`src/rtl/inst_encoder.sv`:
```
// rtl/inst_encoder.sv - RV32I instruction encoder with one-word output register and address counter
module inst_encoder (
  input  logic        clk,
  input  logic        rst,
  input  logic        req_valid,
  output logic        req_ready,
  input  logic [2:0]  req_op,
  input  logic [4:0]  req_rd,
  input  logic [4:0]  req_rs1,
  input  logic [4:0]  req_rs2,
  input  logic [12:0] req_imm,
  input  logic        pc_load,
  input  logic [31:0] pc_load_val,
  output logic        out_valid,
  input  logic        out_ready,
  output logic [31:0] out_inst,
  output logic [31:0] out_addr,
  output logic        err,
  output logic [7:0]  err_cnt
);

  typedef enum logic {
    EMPTY = 1'b0,
    FULL  = 1'b1
  } state_t;

  localparam logic [2:0] OP_ADD = 3'd0;
  localparam logic [2:0] OP_SUB = 3'd1;
  localparam logic [2:0] OP_OR  = 3'd2;
  localparam logic [2:0] OP_AND = 3'd3;
  localparam logic [2:0] OP_LW  = 3'd4;
  localparam logic [2:0] OP_SW  = 3'd5;
  localparam logic [2:0] OP_BEQ = 3'd6;

  localparam logic [6:0] OPC_R    = 7'b0110011;
  localparam logic [6:0] OPC_LOAD = 7'b0000011;
  localparam logic [6:0] OPC_STOR = 7'b0100011;
  localparam logic [6:0] OPC_BRAN = 7'b1100011;

  state_t      state_q;
  state_t      state_d;
  logic [31:0] pc_q;
  logic [31:0] pc_base;
  logic [31:0] enc_word;
  logic        enc_legal;
  logic        imm_fits12;
  logic        req_fire;
  logic        load_word;
  logic        reject;

  // A 13-bit immediate fits the 12-bit I/S field when its top two bits agree
  assign imm_fits12 = (req_imm[12] == req_imm[11]);

  // Build the instruction word and legality for the presented request
  always_comb begin
    enc_word  = 32'd0;
    enc_legal = 1'b0;
    case (req_op)
      OP_ADD: begin
        enc_word  = {7'b0000000, req_rs2, req_rs1, 3'b000, req_rd, OPC_R};
        enc_legal = 1'b1;
      end
      OP_SUB: begin
        enc_word  = {7'b0100000, req_rs2, req_rs1, 3'b000, req_rd, OPC_R};
        enc_legal = 1'b1;
      end
      OP_OR: begin
        enc_word  = {7'b0000000, req_rs2, req_rs1, 3'b110, req_rd, OPC_R};
        enc_legal = 1'b1;
      end
      OP_AND: begin
        enc_word  = {7'b0000000, req_rs2, req_rs1, 3'b111, req_rd, OPC_R};
        enc_legal = 1'b1;
      end
      OP_LW: begin
        enc_word  = {req_imm[11:0], req_rs1, 3'b010, req_rd, OPC_LOAD};
        enc_legal = imm_fits12;
      end
      OP_SW: begin
        enc_word  = {req_imm[11:5], req_rs2, req_rs1, 3'b010, req_imm[4:0], OPC_STOR};
        enc_legal = imm_fits12;
      end
      OP_BEQ: begin
        enc_word  = {req_imm[12], req_imm[10:5], req_rs2, req_rs1, 3'b000,
                     req_imm[4:1], req_imm[11], OPC_BRAN};
        enc_legal = ~req_imm[0];
      end
      default: begin
        enc_word  = 32'd0;
        enc_legal = 1'b0;
      end
    endcase
  end

  // Handshake and next-state: a legal accept always lands in FULL, otherwise a drain empties
  always_comb begin
    state_d   = state_q;
    req_ready = ~rst & ((state_q == EMPTY) | out_ready);
    req_fire  = req_valid & req_ready;
    load_word = req_fire & enc_legal;
    reject    = req_fire & ~enc_legal;
    case (state_q)
      EMPTY: begin
        if (load_word) state_d = FULL;
      end
      FULL: begin
        if (load_word)      state_d = FULL;
        else if (out_ready) state_d = EMPTY;
      end
      default: state_d = EMPTY;
    endcase
  end

  // State register; reset drops any held word
  always_ff @(posedge clk) begin
    if (rst) state_q <= EMPTY;
    else     state_q <= state_d;
  end

  assign out_valid = (state_q == FULL);

  // A same-cycle reload takes effect before the accepting word claims its address
  assign pc_base = pc_load ? pc_load_val : pc_q;

  // Output word register: captured only on a legal accept, held stable otherwise
  always_ff @(posedge clk) begin
    if (rst) begin
      out_inst <= 32'd0;
      out_addr <= 32'd0;
    end else if (load_word) begin
      out_inst <= enc_word;
      out_addr <= pc_base;
    end
  end

  // Address counter: advances by one word per legal accept, wraps naturally
  always_ff @(posedge clk) begin
    if (rst)            pc_q <= 32'd0;
    else if (load_word) pc_q <= pc_base + 32'd4;
    else                pc_q <= pc_base;
  end

  // Rejected-request pulse and saturating count
  always_ff @(posedge clk) begin
    if (rst) begin
      err     <= 1'b0;
      err_cnt <= 8'd0;
    end else begin
      err <= reject;
      if (reject && (err_cnt != 8'hFF)) err_cnt <= err_cnt + 8'd1;
    end
  end

endmodule

```
`config.mk`:
```
export PLATFORM = sky130hd
export DESIGN_NAME = inst_encoder
export DESIGN_NICKNAME = d
export VERILOG_FILES = /design/src/rtl/inst_encoder.sv
export SDC_FILE = /design/constraint.sdc
export NUM_CORES = 1
export LEC_CHECK = 0
export ABC_AREA = 1
export BUFFER_PORTS_ARGS = -buffer_cell sky130_fd_sc_hd__buf_2
export CORE_MARGIN = 3
export CORE_UTILIZATION = 53
export CTS_CLUSTER_DIAMETER = 50
export DETAILED_ROUTE_END_ITERATION = 8
export PLACE_DENSITY = 0.83
export SLEW_MARGIN = 5
export SYNTH_ARGS = -nofsm -noshare
export SYNTH_HDL_FRONTEND = slang
export SYNTH_SLANG_ARGS = --single-unit
```
`constraint.sdc`:
```
create_clock -name clk -period 2.3 [get_ports clk]
set_input_delay 0.345 -clock clk [delete_from_list [all_inputs] [get_ports clk]]
set_output_delay 0.345 -clock clk [all_outputs]
set_load 0.03 [all_outputs]
```
# Yosys cells after proc, flatten, opt, wreduce, memory -nomap -nowiden

Index checks and enable logic that the tools add are counted.

Add/subtract/negate cells: 2
$mul: 0
Div/mod/pow operators: 0
Order comparisons: 0
Equality and inequality tests: 8
Shift-type cells: 0
Muxes and demuxes: 8
Bitwise logic cells: 9
Reductions and logical operators: 4

Operators by type and width:

| operator                | count |
|---|---|
| $pmux W32 S7            | 1 |
| $mux W32                | 2 |
| $add A32 B3 Y32 const B | 1 |
| $eq A3 B3 Y1 const B    | 3 |
| $add A8 B1 Y8 const B   | 1 |
| $ne A8 B8 Y1 const B    | 1 |
| $eq A3 B2 Y1 const B    | 2 |
| $and A1 B1 Y1           | 4 |
| $not A1 Y1              | 4 |
| $reduce_or A4 Y1        | 1 |
| $eq A3 B1 Y1 const B    | 1 |
| $logic_not A3 Y1        | 1 |
| $mux W1                 | 3 |
| $pmux W1 S3             | 1 |
| $pmux W1 S2             | 1 |
| $reduce_or A2 Y1        | 1 |
| $eq A1 B1 Y1            | 1 |
| $logic_and A1 B1 Y1     | 1 |
| $or A1 B1 Y1            | 1 |

Bits in registers: 106
Bits in latches: 0
Bits in writable memories: 0
ROM bits: 0
Input bits: 68
Output and inout bits: 75
Word-level logic and storage cells: 37
Memories: 0

# Longest topological paths before layout

Gate-level depths: netlist of the first run.

Word-level depth: 7
Mapped depth: 14
Mapped depth without buffers: 12

# Worst setup path before layout of the first run

OpenSTA, ideal clock, no wires.

Path type: in2reg
From: input rst
To: register out_inst[13]
Setup time: 0.127 ns
Data arrival time: 1.719 ns
Required time: 2.173 ns
Path slack: 0.454 ns
Stages on the path: 8
Path buffers: 2
Cell sequence: buf_2 -> a21oi_2 -> nand2_1 -> inv_2 -> nand2_2 -> buf_2 -> a21oi_1 -> a31oi_1

Longest elaborated chain between the ends: 4

RTL lines:

| element              | line | text |
|---|---|---|
| start, declared      | 4    | `input logic rst,` |
| $not A1 Y1           | 98   | `req_ready = ~rst & ((state_q == EMPTY) \| out_ready);` |
| $and A1 B1 Y1        | 98   |  |
| named net req_ready  | 6    | `output logic req_ready,` |
| $and A1 B1 Y1        | 99   | `req_fire = req_valid & req_ready;` |
| $and A1 B1 Y1        | 100  | `load_word = req_fire & enc_legal;` |
| end signal, assigned | 131  | `out_inst <= enc_word;` |
| end, declared        | 16   | `output logic [31:0] out_inst,` |

The timed path passes the listed nets, and every way through them passes these cells.
A chain may end at the register's enable or synchronous reset.

# Worst setup path after layout of the first run

From: register state_q (netlist: out_valid)
To: register pc_q[19]

Longest elaborated chain between the ends: 6

RTL lines:

| element                | line | text |
|---|---|---|
| start, declared        | 40   | `state_t state_q;` |
| start signal, assigned | 117  | `else state_q <= state_d;` |
| $not A1 Y1             | --   |  |
| $or A1 B1 Y1           | 98   |  |
| $and A1 B1 Y1          | 98   |  |
| $and A1 B1 Y1          | 99   |  |
| $and A1 B1 Y1          | 100  |  |
| $mux W32               | 139  | `else if (load_word) pc_q <= pc_base + 32'd4;` |
| end signal, assigned   | 139  |  |
| end signal, assigned   | 140  | `else pc_q <= pc_base;` |
| end, declared          | 42   | `logic [31:0] pc_q;` |

No other way between the ends.

==> results of run 1 <==
## worst reg2reg max path, delay by kind of cell (launching register included)
family,cells,cell delay (ps)
flip-flops,1,340
AND/OR/NAND/NOR,7,1190
buffers and inverters,1,130
AO/OA/AOI/OAI,1,160
## cell families (layout without fill, tap and decap cells)
logic type | Yosys count | count (layout)
DFF | 103 | 103
other | 1 | 2
muxes | 2 | 2
AOI/OAI and AO/OA | 118 | 118
adders and majority gates | 2 | 2
buffers and inverters | 129 | 256
xor gates and xnor gates | 1 | 1
and+or+nand+nor | 448 | 448
## registers in the layout, indices dropped and copies added (netlist names)
signal,count
out_addr,32
pc_q,32
out_inst,29
err_cnt,8
err,1
out_valid,1
## cell type report
cell class	instances	share of cell area [%]
well taps	129	2.59
inverters	91	5.55
clock buffers	9	1.99
repair buffers	149	13.1
clock inverters	7	1.08
flip-flops and latches	103	33.0
multi-input cells	573	42.6
## how the worst max path moves through the flow
stage / end / slack (ps)
finish: pc_q[19] / 430
global route: pc_q[14] / 250
CTS: pc_q[19] / 410
detailed placement: pc_q[28] / 160
global placement: pc_q[14] / 230
floorplan: out_inst[13] / 450
## per-layer routing
| metal | part of all wire, % | GRT usage (%) |
|---|---|---|
| met5 | 0.051 | 0 |
| met4 | 1.8 | 6.75 |
| met1 | 42 | 31.2 |
| met3 | 9.0 | 6.98 |
| met2 | 48 | 40.9 |
## per-stage QoR
step	hold slack, ps	instances	util, %	instance area, sq um	power [mW]
2_1_floorplan	456	805	-	5310	2.52
3_3_place_gp	446	1045	63.9	6050	2.73
3_5_place_dp	442	1045	63.9	6050	2.74
4_1_cts	207	1061	66.0	6240	3.84
5_1_grt	212	1061	66.0	6240	4.02
6_report	217	1061	66.0	6240	3.82
## cells in the final DEF, fill, tap and decap left out, drive strengths merged
cell | synthesis | final
nand2 | 242 | 242
nor2 | 151 | 151
buf | 29 | 149
dfxtp | 103 | 103
inv | 90 | 92
o21ai | 43 | 43
nand3 | 36 | 36
a21oi | 29 | 29
a211oi | 27 | 27
a31oi | 16 | 16
nand4 | 11 | 11
clkbuf | 9 | 9
nor3 | 6 | 6
clkinv | 1 | 6
mux2i | 2 | 2
ha | 2 | 2
conb | 1 | 2
o211ai | 1 | 1
o221ai | 1 | 1
o22ai | 1 | 1
or2 | 1 | 1
xor2 | 1 | 1
and2 | 1 | 1
## power groups by stage
stage | sequential, mW | combinational, mW | clock (mW)
3_3_place_gp | 1.96 | 0.765 | 0
2_1_floorplan | 2.09 | 0.424 | 0
6_report | 1.93 | 0.775 | 1.12
4_1_cts | 1.93 | 0.775 | 1.13
3_5_place_dp | 1.97 | 0.771 | 0
5_1_grt | 1.94 | 0.864 | 1.22
==> flow_metrics.tcl, run 1 <==
set metrics [dict create \
    grt_pass1_wl_mm 22.9 \
    overflow 0 \
    gp_congestion 0.915 \
    area_growth_pct 17.7 \
    synth_edf_count 0 \
    grt_max_degree 64 \
    cts_setup_buffers 0 \
    numCtsBuffers 9 \
    yosysMostFrequentCell "nand2_1" \
    cts_tree "done" \
    reg2reg_depth 9 \
    yosys-top-cells-count "221 x nand2_1, 134 x nor2_1, 103 x dfxtp_1, 84 x inv_1, 35 x o21ai_0" \
    area.sequential_sq_mm 0.00206 \
    final_hold_viol_count 0 \
    grt_pass1_vias 4998 \
    combPwrFrac_pct 20.3 \
    holdPathEnd "out_inst[22]" \
    ant_nets 0 \
    intPower_mw 2.54 \
    reg2reg_to "pc_q[19]" \
    syn_avg_cell_area_sq_um 6.59 \
    cts-resized-gates 0 \
    cp-start-kind "register" \
    synthArstFlopShare_pct 0 \
    dr.pass1.iters 6 \
    postCtsHoldBufs 0 \
    grt_util_all_layers_pct 24.6 \
    crit_fanout 24 \
    yosysSeqAreaShare_pct 38.9 \
    clock_latency_ps 370 \
    cts_num_sinks 103 \
    path_buf_inv 1 \
    synth_top_family_by_area "simple AND/OR/NAND/NOR gates" \
    crit_path_max_incr_delay_ps 340 \
    pre_cts_slack_ps 162 \
    fin_setup_tns_ps 0 \
    crit_type "reg2reg" \
    post-route-min-period_ps 1870 \
    setup_ws_ps 425 \
    slew_viol_final 0 \
    synth_area_leaders "dfxtp_1 39%, nand2_1 16%, nor2_1 9.5%" \
    irDropWorstVdd_uv 427 \
    io_buffers 140 \
    worst_path_max_delay_cell "dfxtp_1" \
    synth_area_sq_mm 0.00530 \
    clockPowerShare_pct 29.3 \
    rows 35 \
    setup_viol 0 \
    drt-total-wl_mm 13.7 \
    yosys.area.top_type "dfxtp_1" \
    synth_simple_gate_area_share_pct 35.9 \
    synth.distinct_cells 36 \
    cpMostUsedCell "nand2_1" \
    hold_start "req_rs2[2]" \
    io_pins 143 \
    core-area_sq_mm 0.00946 \
    routed-via-count 5424 \
    whs_path_depth 3 \
    drive_gt1_share_pct 23.1 \
    tightest_slew_ps 575 \
    synth-main-ff-cell "dfxtp_1" \
    diodes 0 \
    fin_crit_sh_pct 81.5 \
    p_per_area_mw_per_mm2 612 \
    r2r_slack_ps 430 \
    die_h_microns 106 \
    yosysTopAreaCellShare_pct 38.9 \
    synth_xor_area_share_pct 0.165 \
    slew_headroom_pct 61.2 \
    skew_ps 13.2 \
    clkSlewWorstSetupHoldPaths_ps 110 \
    first_iter_violations 302 \
    yosys.area_share.adder_pct 0.472 \
    rsz0062_at_grt "false" \
    ys_seq_elements 103 \
    crit_family "simple AND/OR/NAND/NOR gates" \
    cts.path.max_buffers 2 \
    arrival_ps 2190 \
    fmax_mhz 533 \
    initial_core_util_pct 56.0 \
    syn_inst 804 \
    critPathCaptureType "register" \
    yosys_warnings 0 \
    clockRootBuffer "clkbuf_8" \
    layout.nets 997 \
    r2r_start "out_valid" \
    p_sw_mw 1.27 \
    die-width_microns 106 \
    wl_per_cell_microns 12.9 \
    critical_path.cell_chain "a21oi_2, nand2_1, inv_2, nand2_2, nor2_2, nand4_1, nand2_1, nand2_1, nor2_1" \
    swShare_pct 33.4 \
    critical_path_required_ps 2610 \
    hp-class "in2reg" \
    num-fill-cells 914 \
    htreeDepth 3 \
    sequentialPowerShare_pct 50.5 \
    status "completed" \
    hpwl_mm 9.96 \
    p_leak_nw 3.03 \
    antenna_found_initial 1 \
    worstSetupStartpoint "out_valid" \
    synth_compound_area_share_pct 13.1 \
    synth_mux_area_share_pct 0.378 \
    remaining_drc_errors 0 \
    drv_cap 0 \
    crit_cells 9 \
    via_per_inst 5.11 \
    multi_input_area_sq_mm 0.00266 \
    die_area_sq_mm 0.0112 \
]
No activity file was read; power rests on OpenSTA's default activity.
==> inputs of run 2 (changes only) <==
clock period = 1.9 ns   (was 2.3 ns; I/O delays follow)
==> flow_metrics.tcl, run 2 (synthesis gave the netlist of run 1 again) <==
set metrics [dict create \
    finalPower_mw 4.80 \
    ant_nets 0 \
    area_growth_pct 22.7 \
    dp_cells 1072 \
    final_common_cell "nand2_1" \
    die_area_sq_mm 0.0112 \
    slew_headroom_pct 60.9 \
    post-route-min-period_ps 1700 \
    reg2reg_depth 10 \
    irDropWorstVdd_uv 400 \
    crit_type "reg2reg" \
    overflow 0 \
    clock_latency_ps 370 \
    met2_length_mm 6.47 \
    die-width_microns 106 \
    layoutNonFillerInstCount 1090 \
    crit_fanout 13 \
    routed-via-count 5480 \
    largestRegisters "out_addr x32, pc_q x32, out_inst x29" \
    r2r_slack_ps 200 \
    reg2reg_to "pc_q[24]" \
    via_per_inst 5.03 \
    skew_ps 9.89 \
    grt_util_all_layers_pct 25.1 \
    most-common-layout-cells "220 x nand2_1, 140 x buf_2, 134 x nor2_1" \
    worstSetupStartpoint "out_valid" \
    remaining_drc_errors 0 \
    rows 35 \
    grt_max_degree 55 \
    wl_met3_mm 1.11 \
    critical_path_required_ps 2170 \
    r2r_start "out_valid" \
    diodes 0 \
    critPathCaptureType "register" \
    dr.pass1.iters 4 \
    initial_core_util_pct 56.0 \
    hp-class "in2reg" \
    setup_viol 0 \
    htreeDepth 3 \
    hpwl_mm 10.3 \
    antenna_found_initial 0 \
    top_layer "met4" \
    io_pins 143 \
    core-area_sq_mm 0.00946 \
    m1WireLength_mm 5.77 \
    arrival_ps 1960 \
    cts.path.max_buffers 2 \
    slew_viol_final 0 \
    first_iter_violations 311 \
    clkSlewWorstSetupHoldPaths_ps 110 \
    gp_congestion 0.958 \
    p_per_area_mw_per_mm2 738 \
    fmax_mhz 589 \
    numCtsBuffers 9 \
    rsz0062_at_grt "false" \
    cp-endpoint "pc_q[24]" \
    drv_cap 0 \
    status "completed" \
    tightest_slew_ps 581 \
    grt_pass1_wl_mm 23.3 \
    postCtsHoldBufs 0 \
    drt-total-wl_mm 13.7 \
    fin_crit_sh_pct 89.4 \
    cp-start-kind "register" \
    num-fill-cells 876 \
    cts_num_sinks 103 \
    wl_per_cell_microns 12.6 \
    drive_gt1_share_pct 25.5 \
    layout.nets 1026 \
    cts_tree "done" \
    clockRootBuffer "clkbuf_8" \
    io_buffers 140 \
    grt_pass1_vias 5140 \
    p_leak_nw 3.19 \
    die_h_microns 106 \
    final_hold_viol_count 0 \
]
-- run 2: repair_timing --
| item | CTS | global route |
|---|---|---|
| setup endpoints to repair | 0 | 3 |
| buffers inserted | 0 | 2 |
| gates resized for setup | 0 | 1 |
| endpoints found under the hold margin | 0 | 0 |
-- run 2: routing by layer --
layer  vias up  track usage [%]
met4         0             11.3
li1       2860                -
met3        33             5.95
met1      2380             30.5
met5         -                0
met2       207             42.0
-- run 2: worst max-delay path, cell delays in order, from the launching register on --
cell     delay (ps)
dfxtp_1         350
a21oi_2         180
nand2_2         110
inv_2           110
nand2_2         150
buf_12          190
nor2_4          160
buf_4           150
nand4_1          70
nand2_1          70
nor2_1           40
-- run 2: report_power, final --
| group | switching [mW] | internal, mW |
|---|---|---|
| sequential | 0.0505 | 2.28 |
| clock | 0.810 | 0.665 |
| combinational | 0.655 | 0.339 |
| total | 1.51 | 3.28 |
-- run 2: through the flow --
step	setup TNS (ps)	cell area (sq um)	utilization (%)	hold WS, ps	setup WS (ps)
5_1_grt	0	6510	68.8	158	38.2
6_report	0	6510	68.8	162	202
3_5_place_dp	-184	6280	66.3	445	-64.4
3_3_place_gp	0	6280	66.3	445	21.3
2_1_floorplan	0	5310	-	443	72.8
4_1_cts	0	6490	68.6	142	136
-- run 2: worst min path at each step --
stage	from	endpoint	slack, ps	cells past startpoint
6_report	req_rs1[2]	out_inst[17]	160	3
5_1_grt	req_rs1[4]	out_inst[19]	160	3
4_1_cts	req_rs1[2]	out_inst[17]	140	3
3_5_place_dp	err_cnt[4]	err_cnt[4]	440	2
3_3_place_gp	out_inst[4]	out_inst[4]	450	2
2_1_floorplan	req_rs2[0]	out_inst[20]	440	2
-- run 2: area by class of cell --
cell class	instances	area [sq um]	share of cell area (%)
multi-input cells	573	2660	40.9
inverters	91	347	5.33
flip-flops and latches	103	2060	31.7
clock inverters	6	75.1	1.15
repair buffers	178	1060	16.3
clock buffers	10	138	2.12
well taps	129	161	2.48
